===== config.mk =====
export PLATFORM = sky130hd
export DESIGN_NAME = pipelined_control_unit
export DESIGN_NICKNAME = d
export VERILOG_FILES = /design/src/rtl/pipelined_control_unit.sv
export SDC_FILE = /design/constraint.sdc
export NUM_CORES = 1
export LEC_CHECK = 0
export ABC_AREA = 1
export CAP_MARGIN = 20
export CORE_UTILIZATION = 45
export CTS_BUF_LIST = sky130_fd_sc_hd__clkbuf_4 sky130_fd_sc_hd__clkbuf_8 sky130_fd_sc_hd__clkbuf_16
export CTS_CLUSTER_SIZE = 20
export DETAILED_ROUTE_END_ITERATION = 7
export GPL_TIMING_DRIVEN = 0
export PLACE_DENSITY = 0.73
export SLEW_MARGIN = 40
export SYNTH_ARGS = -nofsm -noshare
export SYNTH_HDL_FRONTEND = slang
export SYNTH_SLANG_ARGS = --single-unit

===== constraint.sdc =====
create_clock -name clk -period 2.1 [get_ports clk]
set_input_delay 0.21 -clock clk [delete_from_list [all_inputs] [get_ports clk]]
set_output_delay 0.21 -clock clk [all_outputs]
set_load 0.005 [all_outputs]

===== src/rtl/pipelined_control_unit.sv =====
// MIPS control decoder with a registered ID/EX control bundle, valid/ready handshake, stall/flush
// and illegal-instruction counting. Optional macro JAL_LINK_EN makes jal write the link register.
module pipelined_control_unit #(
   parameter int unsigned ALUC_W = 4,
   parameter int unsigned CNT_W  = 16
) (
   input  logic              clk,
   input  logic              reset,
   input  logic              in_valid,
   output logic              in_ready,
   input  logic [5:0]        op,
   input  logic [5:0]        funct,
   input  logic              stall,
   input  logic              flush,
   output logic              out_valid,
   output logic              reg_write_e,
   output logic              mem_to_reg_e,
   output logic              mem_write_e,
   output logic              branch_e,
   output logic              alu_src_e,
   output logic              reg_dst_e,
   output logic              shamt_con_e,
   output logic              zero_ext_e,
   output logic              jump_e,
   output logic              jr_e,
   output logic              link_e,
   output logic [ALUC_W-1:0] alu_ctrl_e,
   output logic              illegal_e,
   output logic [CNT_W-1:0]  illegal_cnt
);

   localparam int unsigned BundleW = 11 + ALUC_W;

   logic       legal;
   logic       reg_write, mem_to_reg, mem_write, branch, alu_src, reg_dst;
   logic       shamt_con, zero_ext, jump, jr, link;
   logic [3:0] alu4;

   logic [BundleW-1:0] dec_bundle;
   logic [BundleW-1:0] bundle_q;
   logic               valid_q;
   logic               illegal_q;
   logic [CNT_W-1:0]   cnt_q;

   always_comb begin
      legal      = 1'b1;
      reg_write  = 1'b0;
      mem_to_reg = 1'b0;
      mem_write  = 1'b0;
      branch     = 1'b0;
      alu_src    = 1'b0;
      reg_dst    = 1'b0;
      shamt_con  = 1'b0;
      zero_ext   = 1'b0;
      jump       = 1'b0;
      jr         = 1'b0;
      link       = 1'b0;
      alu4       = 4'b0000;
      case (op)
         6'h00: begin
            reg_dst   = 1'b1;
            reg_write = 1'b1;
            case (funct)
               6'h20, 6'h21: alu4 = 4'b0010;
               6'h22, 6'h23: alu4 = 4'b0110;
               6'h24:        alu4 = 4'b0000;
               6'h25:        alu4 = 4'b0001;
               6'h26:        alu4 = 4'b0011;
               6'h27:        alu4 = 4'b1100;
               6'h2a:        alu4 = 4'b0111;
               6'h00: begin alu4 = 4'b0100; shamt_con = 1'b1; end
               6'h02: begin alu4 = 4'b0101; shamt_con = 1'b1; end
               6'h03: begin alu4 = 4'b1000; shamt_con = 1'b1; end
               6'h04:        alu4 = 4'b0100;
               6'h06:        alu4 = 4'b0101;
               6'h07:        alu4 = 4'b1000;
               6'h08: begin alu4 = 4'b1110; jr = 1'b1; reg_write = 1'b0; end
               default:      legal = 1'b0;
            endcase
         end
         6'h08, 6'h09: begin reg_write = 1'b1; alu_src = 1'b1; alu4 = 4'b0010; end
         6'h0c: begin reg_write = 1'b1; alu_src = 1'b1; zero_ext = 1'b1; alu4 = 4'b0000; end
         6'h0d: begin reg_write = 1'b1; alu_src = 1'b1; zero_ext = 1'b1; alu4 = 4'b0001; end
         6'h0e: begin reg_write = 1'b1; alu_src = 1'b1; zero_ext = 1'b1; alu4 = 4'b0011; end
         6'h23: begin reg_write = 1'b1; alu_src = 1'b1; mem_to_reg = 1'b1; alu4 = 4'b0010; end
         6'h2b: begin mem_write = 1'b1; alu_src = 1'b1; alu4 = 4'b0010; end
         6'h04: begin branch = 1'b1; alu4 = 4'b1001; end
         6'h05: begin branch = 1'b1; alu4 = 4'b1010; end
         6'h02: begin jump = 1'b1; alu4 = 4'b1101; end
`ifdef JAL_LINK_EN
         6'h03: begin jump = 1'b1; reg_write = 1'b1; link = 1'b1; alu4 = 4'b1101; end
`else
         6'h03: begin jump = 1'b1; alu4 = 4'b1101; end
`endif
         default: legal = 1'b0;
      endcase
   end

   assign dec_bundle = {reg_write, mem_to_reg, mem_write, branch, alu_src, reg_dst,
                        shamt_con, zero_ext, jump, jr, link, ALUC_W'(alu4)};

   assign in_ready = ~stall;

   // Flush outranks stall so a squashed slot never survives as a held instruction.
   always_ff @(posedge clk) begin
      if (reset) begin
         bundle_q  <= '0;
         valid_q   <= 1'b0;
         illegal_q <= 1'b0;
         cnt_q     <= '0;
      end else if (flush) begin
         bundle_q  <= '0;
         valid_q   <= 1'b0;
         illegal_q <= 1'b0;
      end else if (stall) begin
         illegal_q <= 1'b0;
      end else if (in_valid && legal) begin
         bundle_q  <= dec_bundle;
         valid_q   <= 1'b1;
         illegal_q <= 1'b0;
      end else if (in_valid) begin
         bundle_q  <= '0;
         valid_q   <= 1'b0;
         illegal_q <= 1'b1;
         if (cnt_q != {CNT_W{1'b1}}) cnt_q <= cnt_q + CNT_W'(1);
      end else begin
         bundle_q  <= '0;
         valid_q   <= 1'b0;
         illegal_q <= 1'b0;
      end
   end

   assign {reg_write_e, mem_to_reg_e, mem_write_e, branch_e, alu_src_e, reg_dst_e,
           shamt_con_e, zero_ext_e, jump_e, jr_e} = bundle_q[BundleW-1:ALUC_W+1];
`ifdef JAL_LINK_EN
   assign link_e = bundle_q[ALUC_W];
`else
   assign link_e = 1'b0;
`endif
   assign alu_ctrl_e  = bundle_q[ALUC_W-1:0];
   assign out_valid   = valid_q;
   assign illegal_e   = illegal_q;
   assign illegal_cnt = cnt_q;

endmodule


==> out/qor.yml, run 1 <==
pwr:
  p_leak_nw: 1.11
  power_density_mw_per_mm2: 488
  ir_drop_mv: 0.870
  power.total_mw: 1.39
critical_path:
  cp_slowest_cell: "dfxtp_1"
  cp-end-kind: "flop"
  worstPathBufferInverterCount: 1
  start_kind: "flop"
  cp.arrival_ns: 2.09
  crit_required_ns: 2.24
  crit_fanout: 10
  cp_top_family: "simple AND/OR/NAND/NOR gates"
  cp_slowest_stage_delay_ns: 0.40
  critPathKind: "flop to flop"
  crit_chain: "ha_1 -> nand3_1 -> nor2_2 -> nand4_2 -> clkbuf_2 -> nand4_1 -> a21oi_2"
sta:
  fin_worst_skew_ns: 0.00832
  setup-violations-final: 0
  maxSlewViolCount: 0
  rsz0062_at_grt: "no"
  tightest_slew_ns: 0.702
  period_needed_ns: 1.95
  max_freq_mhz: 514
  hold_violations: 0
  setup_ws_ns: 0.153
  min_period_over_period_pct: 92.7
  hold_slack_ns: 0.276
  finalSetupTns_ns: 0
  slew_headroom_pct: 53.2
cells_and_area:
  nets: 384
  final_util_pct: 63.1
  fin_area_sq_mm: 0.00284
  multi_input_area_sq_mm: 0.00131
  instances_no_fill: 419
  drive_above_1_share_pct: 15.5
  area_growth_pct: 30.6
  fillCellCount: 439
  diodes: 0
  seq_area_sq_um: 641
hold_path:
  hold_class: "primary input to flop"
floorplan:
  ioPinCount: 51
  die_width_um: 71.5
  core_sq_mm: 0.00450
  die_h_um: 71.5
  rows: 24
  initial_core_util_pct: 48.3
  die-area_sq_mm: 0.00512
detailed_routing:
  dr.pass1.iters: 4
  drc: 0
  wire_per_inst_um: 12.7
  routed_wl_mm: 5.34
  vias: 2217
  avgViaCountPerCell: 5.29
  first_iter_violations: 124
  ant_nets: 0
logic_synthesis:
  synth_seq_area_share_pct: 29.4
  synth_cells: 310
  netlist_area_sq_mm: 0.00218
  synthTopCellsByArea: "dfxtp_1 29%, nand2_1 10%, nand4_1 8.3%"
  avgSynthCellArea_sq_um: 7.02
  ys_ff_latch: 32
  synth_cell_type_count: 37
  synth_fp_nets: 328
  ys_warn_count: 0
  synth_top_area_cell: "dfxtp_1"
  netlist.area_leader.share_pct: 29.4
global_route:
  grt_pass1_vias: 2012
  grt_pass1_wl_mm: 9.00
  antenna_found_initial: 0
  overflow: 0
  track_usage_pct: 21.9
  grt_max_degree: 11
clock_network:
  clockBufferDepth: 2
  cts-root-buf: "clkbuf_8"
  cts_buffers: 5
  clk_latency_ns: 0.28
  htree_levels: 2
  cts.sinks: 32
  cts_tree: "built"
  clkSlewWorstSetupHoldPaths_ns: 0.07
place:
  hpwl_mm: 4.08
  io_buffers: 46
  post-place-cells: 408
  routabilityCongestion: 0.891
  placed_area_sq_mm: 0.00270
  dp_slack_ns: -0.163
outcome:
  status: "finished, final reports clean"
run:
  max_cap_viol_count: 0
-- cells in the final DEF (no fill, tap or decap), types with 5 or more instances in the layout --
cell             Yosys  layout
a21oi_1             20      20
a21oi_2             10      10
clkbuf_1             6       5
clkbuf_8             2       7
clkdlybuf4s50_1      0      46
dfxtp_1             32      32
inv_1               29      29
nand2_1             60      60
nand2_2             11      11
nand3_1             26      26
nand3b_1             7       7
nand4_1             29      29
nor2_1              34      33
xor2_1               9       9
-- cell families (layout without fill, tap and decap cells) --
group,count (synthesis),count (layout),synth area share [%]
AO/OA/AOI/OAI,35,35,10.1
other,1,1,0.172
adder cells (fa/ha/maj),1,1,0.575
flip-flops,32,32,29.4
XOR/XNOR,12,12,4.83
buffers and inverters,45,102,10.4
AND/OR/NAND/NOR,184,184,44.5
-- synth_stat cells --
library cell and instances:
a21oi_1 20, conb_1 1, nand3b_1 7, nand2_1 60, a21oi_2 10, buf_6 1
nand2_2 11, xnor2_1 3, o211ai_1 1, inv_1 29, buf_2 2, ha_1 1
nor3_1 3, nand4_1 29, o21bai_1 1, nand3_2 2, xor2_1 9, nand2_4 3
nor3_4 1, or2_2 1, clkbuf_8 2, inv_2 2, clkbuf_1 6, nor3b_2 1
nor2_4 1, nand3_1 26, nand4_4 1, nor2_2 1, dfxtp_1 32, buf_4 1
nor4_1 1, buf_8 2, o21ai_0 2, nor4_4 1, nand4_2 1, o31ai_1 1
nor2_1 34
-- sequential cells by signal, summed over array words and instances, names as in the netlist --
name         flops
bundle_q        14
illegal_cnt     16
illegal_e        1
out_valid        1
-- power by group --
part,switching (mW),total [mW],internal (mW)
Sequential,0.00209,0.611,0.609
Combinational,0.113,0.187,0.0735
Clock,0.224,0.589,0.365
-- final timing paths --
| kind | startpoint | end | slack [ns] | cells after the start |
|---|---|---|---|---|
| worst max-delay path | illegal_cnt[1] | illegal_cnt[2] | 0.15 | 7 |
| worst min-delay path | reset | illegal_cnt[15] | 0.28 | 2 |
| worst max register to register | illegal_cnt[1] | illegal_cnt[2] | 0.15 | 7 |
| worst min register to register | bundle_q[5] | bundle_q[5] | 0.46 | 2 |
-- layout make-up --
| class | instances | area share [%] |
|---|---|---|
| plain buffers | 14 | 3.96 |
| repair buffers | 49 | 17.0 |
| multi-input cells | 233 | 46.2 |
| flip-flops and latches | 32 | 22.5 |
| clock buffers | 6 | 2.69 |
| inverters | 31 | 4.10 |
| well taps | 52 | 2.29 |
| clock inverters | 2 | 1.23 |
-- metal layers --
metal / part of all wire, % / global-route usage [%] / up-vias
li1: - / - / 1146
met1: 52 / 31.7 / 1010
met2: 43 / 34.2 / 56
met3: 4.3 / 4.08 / 5
met4: 0.82 / 4.58 / 0
met5: 0 / 0 / -
-- timing repair --
action | CTS | global route
resized for setup | 0 | 4
setup buffers | 0 | 3
endpoints found under the setup margin | 0 | 13
hold buffers | 0 | 0
Power figures use the tool's default switching activity.
==> run 2: changes to the inputs <==
--- a/config.mk
+++ b/config.mk
@@ -7,12 +7,12 @@
 export LEC_CHECK = 0
 export ABC_AREA = 1
 export CAP_MARGIN = 20
-export CORE_UTILIZATION = 45
+export CORE_UTILIZATION = 50
 export CTS_BUF_LIST = sky130_fd_sc_hd__clkbuf_4 sky130_fd_sc_hd__clkbuf_8 sky130_fd_sc_hd__clkbuf_16
 export CTS_CLUSTER_SIZE = 20
 export DETAILED_ROUTE_END_ITERATION = 7
 export GPL_TIMING_DRIVEN = 0
-export PLACE_DENSITY = 0.73
+export PLACE_DENSITY = 0.8
 export SLEW_MARGIN = 40
 export SYNTH_ARGS = -nofsm -noshare
 export SYNTH_HDL_FRONTEND = slang
==> run 2 against run 1 <==
Compared with the run above:
- setup slack improved by 0.014 ns
- hold slack worse by 0.018 ns
- fmax is 0.74% higher
- register-to-register slack gained 0.03 ns
- clock skew is 0.0032 ns higher
- die area decreased by 9.7%
- total power down 7.8%
- design area down 0.57%
==> out/qor.yml, run 2 (same netlist as run 1, synthesis figures left out) <==
clock_network:
  cts_buffers: 5  # unchanged
  cts.sinks: 32  # unchanged
  htree_levels: 2  # unchanged
  clockBufferDepth: 2  # unchanged
  clkSlewWorstSetupHoldPaths_ns: 0.08  # about the same
  cts_tree: "built"
  cts-root-buf: "clkbuf_8"
  clk_latency_ns: 0.29  # about the same
pwr:
  p_leak_nw: 1.09  # -1.6%
  pwr-share-comb_pct: 14.5  # +1.0 points
  intPower_mw: 0.917  # -12%
  pwr-share-clk_pct: 37.7  # -4.8 points
  power_density_mw_per_mm2: 453  # -7.2%
  switching_share_pct: 28.3  # +3.9 points
  power.total_mw: 1.28  # -7.8%
  p_seq_share_pct: 47.8  # +3.7 points
  p_sw_mw: 0.362  # +6.8%
  ir_drop_mv: 0.497  # -43%
critical_path:
  crit_fanout: 10  # unchanged
  crit_required_ns: 2.26  # +0.02 ns
  rr_worst_depth: 7  # unchanged
  cp.arrival_ns: 2.09  # about the same
  startpoint: "op[2]"
  critPathKind: "primary input to flop"
  reg2reg_slack_ns: 0.18  # +0.03 ns
  r2r_end: "illegal_cnt[5]"
  timing.rr.start: "illegal_cnt[7]"
  cp-end-kind: "flop"
  start_kind: "primary input"
detailed_routing:
  first_iter_violations: 171  # +38%
  routed_wl_mm: 5.45  # +2.1%
  wire_per_inst_um: 13.1  # +2.6%
  avgViaCountPerCell: 5.40  # +2.0%
  dr.pass1.iters: 4  # unchanged
  vias: 2251  # +1.5%
  ant_nets: 0  # unchanged
  drc: 0  # unchanged
sta:
  hold_violations: 0  # unchanged
  max_freq_mhz: 518  # +0.74%
  setup-violations-final: 0  # unchanged
  hold_slack_ns: 0.259  # -0.0177 ns
  tightest_slew_ns: 0.700  # -0.00218 ns
  rsz0062_at_grt: "no"
  slew_headroom_pct: 53.4  # +0.15 points
  fin_worst_skew_ns: 0.0115  # +0.00320 ns
  maxSlewViolCount: 0  # unchanged
  period_needed_ns: 1.93  # -0.0143 ns
  min_period_over_period_pct: 92.0  # -0.68 points
floorplan:
  die-area_sq_mm: 0.00462  # -9.7%
  ioPinCount: 51  # unchanged
  core_sq_mm: 0.00409  # -9.3%
  die_h_um: 68.0  # -5.0%
  initial_core_util_pct: 53.2  # +4.9 points
  rows: 23  # -4.2%
  die_width_um: 68.0  # -5.0%
place:
  placed_area_sq_mm: 0.00270  # about the same
  hpwl_mm: 4.17  # +2.3%
  routabilityCongestion: 0.912  # +2.3%
  io_buffers: 46  # unchanged
cells_and_area:
  largest_reg_flops: 16  # unchanged
  mostFrequentLayoutCell: "nand2_1"
  area_growth_pct: 29.8
  nets: 384  # unchanged
  fin_area_sq_mm: 0.00283  # -0.57%
  diodes: 0  # unchanged
  final_cell_mix: "60 x nand2_1, 46 x clkdlybuf4s50_1, 33 x nor2_1"
  drive_above_1_share_pct: 15.5  # unchanged
  final_util_pct: 69.1  # +6.1 points
run:
  max_cap_viol_count: 0  # unchanged
hold_path:
  hold_class: "primary input to flop"
  min_from: "reset"
  holdPathEnd: "illegal_cnt[15]"
  holdPathStages: 2  # unchanged
outcome:
  status: "finished, final reports clean"
global_route:
  track_usage_pct: 25.9  # +4.0 points
  antenna_found_initial: 0  # unchanged
  grt_max_degree: 13  # +2
  grt_pass1_wl_mm: 9.03  # +0.31%
  overflow: 0  # unchanged
  grt_pass1_vias: 1997  # -0.75%
run 2: cell count changes in the layout (fill, tap and decap cells not counted), sizes merged:
cell	before	now
clkbuf	15	14
clkinvlp	0	2
bufinv	1	0
run 2: timing repair:
item                                   4_1_cts  5_1_grt
hold buffers                                 0        0
buffers inserted                             0        3
endpoints found under the hold margin        0        0
resized for setup                            0        5
setup endpoints to repair                    0       14
run 2: metrics by stage:
step                cells  TNS, ns  setup WS, ns
finish                417        0         0.168
global route          417        0        0.0178
CTS                   414        0        0.0702
detailed placement    406    -2.92        -0.172
global placement      406    -1.59        -0.106
floorplan             310        0         0.372
run 2: routing by layer:
| layer | wire, um | vias up | track usage (%) |
|---|---|---|---|
| met1 | 2630 | 1018 | 37.0 |
| met3 | 379 | 6 | 5.83 |
| met4 | 57 | 0 | 8.59 |
| met2 | 2390 | 75 | 37.7 |
| met5 | 0 | - | 0 |
| li1 | - | 1152 | - |
run 2: worst max path at each step:
| stage | endpoint | depth (start not counted) |
|---|---|---|
| after global placement | illegal_cnt[14] | 10 |
| after floorplan | illegal_cnt[3] | 8 |
| after detailed placement | illegal_cnt[5] | 9 |
| after global routing | illegal_cnt[11] | 10 |
| final | illegal_cnt[5] | 9 |
| after CTS | illegal_cnt[11] | 7 |
run 2: final cells by class:
| cell class | count | area (sq um) |
|---|---|---|
| well taps | 50 | 62.6 |
| inverters | 31 | 116 |
| clock inverters | 3 | 23.8 |
| multi-input cells | 233 | 1320 |
| repair buffers | 49 | 483 |
| plain buffers | 14 | 113 |
| fillers | 378 | 1260 |
| flip-flops and latches | 32 | 641 |
| clock buffers | 5 | 68.8 |
run 2: worst max-delay path, cell delays in order:
cell,delay [ns]
clkdlybuf4s50_1,0.61
nor2_1,0.10
nand3_1,0.18
nand2_1,0.14
nor3_4,0.31
nand4_4,0.21
buf_8,0.21
nand2_2,0.06
a21oi_2,0.05
run 2: power by group through the flow:
| stage | registers (mW) | clock network (mW) | logic [mW] |
|---|---|---|---|
| after global routing | 0.611 | 0.522 | 0.206 |
| after detailed placement | 0.625 | 0 | 0.183 |
| after CTS | 0.611 | 0.491 | 0.183 |
| final | 0.611 | 0.482 | 0.186 |
| after floorplan | 0.625 | 0 | 0.115 |
| after global placement | 0.625 | 0 | 0.181 |
==> run 3: changes to the inputs <==
--- a/config.mk
+++ b/config.mk
@@ -6,13 +6,12 @@
 export NUM_CORES = 1
 export LEC_CHECK = 0
 export ABC_AREA = 1
-export CAP_MARGIN = 20
-export CORE_UTILIZATION = 50
+export CORE_UTILIZATION = 46
 export CTS_BUF_LIST = sky130_fd_sc_hd__clkbuf_4 sky130_fd_sc_hd__clkbuf_8 sky130_fd_sc_hd__clkbuf_16
 export CTS_CLUSTER_SIZE = 20
 export DETAILED_ROUTE_END_ITERATION = 7
 export GPL_TIMING_DRIVEN = 0
-export PLACE_DENSITY = 0.8
+export PLACE_DENSITY = 0.75
 export SLEW_MARGIN = 40
 export SYNTH_ARGS = -nofsm -noshare
 export SYNTH_HDL_FRONTEND = slang
==> run 3 against run 2 <==
Compared with the run above:
- the flow now finishes with violations (DRC)
- die area is 8.4% higher
- utilization shrank 5.7 points
- flip-flop and latch count unchanged
- global-route usage decreased by 2.8 points
- sequential power is essentially flat
- critical path type unchanged
- largest cell class unchanged
- largest power group unchanged
==> out/qor.yml, run 3 (same netlist as run 1, synthesis figures left out) <==
cells_and_area:
  diodes: 0  # unchanged
  mostFrequentLayoutCell: "nand2_1"
  area_growth_pct: 29.6
  final_cell_mix: "60 x nand2_1, 46 x clkdlybuf4s50_1, 32 x dfxtp_1"
  largest_reg_flops: 16  # unchanged
  nets: 384  # unchanged
  drive_above_1_share_pct: 15.8  # +0.32 points
clock_network:
  clockBufferDepth: 2  # unchanged
  clkSlewWorstSetupHoldPaths_ns: 0.07  # about the same
  cts_tree: "built"
  clk_latency_ns: 0.28  # about the same
  cts-root-buf: "clkbuf_8"
  cts_buffers: 5  # unchanged
  cts.sinks: 32  # unchanged
  cts_hold_buf: 0  # unchanged
  htree_levels: 2  # unchanged
critical_path:
  rr_worst_depth: 7  # unchanged
  r2r_end: "illegal_cnt[10]"
  cp.arrival_ns: 2.17  # +0.08 ns
  reg2reg_slack_ns: 0.17  # about the same
  cp-end-kind: "flop"
  start_kind: "primary input"
  cp.depth: 10  # +1
  crit_required_ns: 2.31  # +0.05 ns
  cp_slowest_cell: "clkdlybuf4s50_1"
  crit_chain: "clkdlybuf4s50_1 -> nor2_1 -> nand3_2 -> nand2_1 -> nor2_1 -> nand3_2 -> a21oi_2 -> buf_2 -> nand4_1 -> a21oi_2"
  startpoint: "funct[1]"
  worstPathBufferInverterCount: 2  # unchanged
  cp_slowest_stage_delay_ns: 0.60  # about the same
  critPathKind: "primary input to flop"
  critPathCapture: "illegal_cnt[10]"
  cp_top_family: "buffers and inverters"
  timing.rr.start: "illegal_cnt[7]"
  crit_fanout: 10  # unchanged
global_route:
  grt_max_degree: 11  # -2
  met3_usage_pct: 5.13  # -0.71 points
  track_usage_pct: 23.1  # -2.8 points
  grt.busiest_layer: "met2"
  use_met1_pct: 32.2  # -4.8 points
  grt_pass1_wl_mm: 9.26  # +2.6%
  antenna_found_initial: 0  # unchanged
  grt_pass1_vias: 2041  # +2.2%
  use_met2_pct: 35.8  # -2.0 points
  overflow: 0  # unchanged
pwr:
  pwr-share-clk_pct: 36.7  # -1.0 points
  ir_drop_mv: 0.278  # -44%
  power_density_mw_per_mm2: 448  # -0.95%
  p_leak_nw: 1.10  # +0.22%
  switching_share_pct: 27.2  # -1.2 points
  pwr-share-comb_pct: 14.9  # +0.4 points
  p_sw_mw: 0.343  # -5.2%
  intPower_mw: 0.921  # +0.42%
  p_seq_share_pct: 48.3  # +0.5 points
outcome:
  status: "finished with violations"
  violations: "DRC"
detailed_routing:
  drc: 4  # +4
  routed_wl_mm: 5.60  # +2.7%
  avgViaCountPerCell: 5.49  # +1.7%
  ant_nets: 0  # unchanged
  dr.pass1.iters: 8  # +4
  wire_per_inst_um: 13.4  # +2.4%
  first_iter_violations: 225  # +32%
  vias: 2295  # +2.0%
floorplan:
  die_width_um: 70.8  # +4.1%
  die-area_sq_mm: 0.00501  # +8.4%
  initial_core_util_pct: 49.0  # -4.3 points
  die_h_um: 70.8  # +4.1%
  ioPinCount: 51  # unchanged
  rows: 24  # +4.3%
  core_sq_mm: 0.00444  # +8.8%
sta:
  tightest_slew_ns: 0.717  # +0.0175 ns
  max_freq_mhz: 511  # -1.3%
  setup-violations-final: 0  # unchanged
  hold_violations: 0  # unchanged
  fin_worst_skew_ns: 0.00583  # -0.00568 ns
  rsz0062_at_grt: "no"
  setup_ws_ns: 0.143  # -0.0245 ns
  min_period_over_period_pct: 93.2  # +1.2 points
  period_needed_ns: 1.96  # +0.0245 ns
  maxSlewViolCount: 0  # unchanged
  slew_headroom_pct: 52.2  # -1.2 points
  finalSetupTns_ns: 0  # unchanged
place:
  dp_slack_ns: -0.154  # +0.0179 ns
  hpwl_mm: 4.23  # +1.4%
  routabilityCongestion: 0.875  # -4.1%
  io_buffers: 46  # unchanged
hold_path:
  hold_class: "primary input to flop"
run:
  max_cap_viol_count: 0  # unchanged
[run 3: changes by cell type in the layout (fill, tap and decap cells not counted), sizes merged]
cell | previous run | this run
clkinvlp | 2 | 0
buf | 8 | 9
[run 3: how the worst min path moves through the flow]
| stage | startpoint | endpoint | slack, ns | cells after the start |
|---|---|---|---|---|
| CTS | reset | illegal_cnt[15] | 0.27 | 2 |
| global route | reset | illegal_cnt[15] | 0.30 | 2 |
| detailed placement | bundle_q[12] | bundle_q[12] | 0.46 | 2 |
| finish | reset | illegal_cnt[15] | 0.29 | 2 |
| floorplan | flush | illegal_e | 0.29 | 1 |
| global placement | bundle_q[13] | bundle_q[13] | 0.45 | 2 |
[run 3: final cells by class]
cell class / instances / area (sq um)
Sequential cell: 32 / 641
Fill cell: 427 / 1630
Clock inverter: 1 / 5.00
Inverter: 31 / 116
Tap cell: 52 / 65.1
Clock buffer: 6 / 76.3
Timing Repair Buffer: 49 / 483
Multi-Input combinational cell: 233 / 1320
Buffer: 14 / 110
[run 3: layer usage]
layer  wire length (um)  part of all wire [%]  vias up
met5                  0                     0        -
met4                 68                   1.2        0
met3                362                   6.5        6
met2               2550                    46       89
met1               2620                    47     1046
li1                   -                     -     1154
[run 3: timing repair]
action	4_1_cts	5_1_grt
buffers inserted	0	3
gates resized for setup	0	6
setup endpoints to repair	0	18
[run 3: power by group through the flow]
stage	Sequential, mW	Combinational [mW]	Clock, mW
global route	0.611	0.205	0.500
global placement	0.625	0.184	0
detailed placement	0.625	0.186	0
CTS	0.611	0.186	0.471
finish	0.611	0.189	0.464
floorplan	0.625	0.115	0
[run 3: metrics by stage]
stage / util, % / instances / power [mW] / hold slack, ns / cell area, sq um
floorplan: - / 310 / 0.740 / 0.286 / 2180
global placement: 60.8 / 408 / 0.809 / 0.450 / 2700
detailed placement: 60.8 / 408 / 0.811 / 0.458 / 2700
CTS: 62.6 / 415 / 1.27 / 0.267 / 2780
global route: 63.4 / 418 / 1.32 / 0.296 / 2820
finish: 63.4 / 418 / 1.26 / 0.289 / 2820
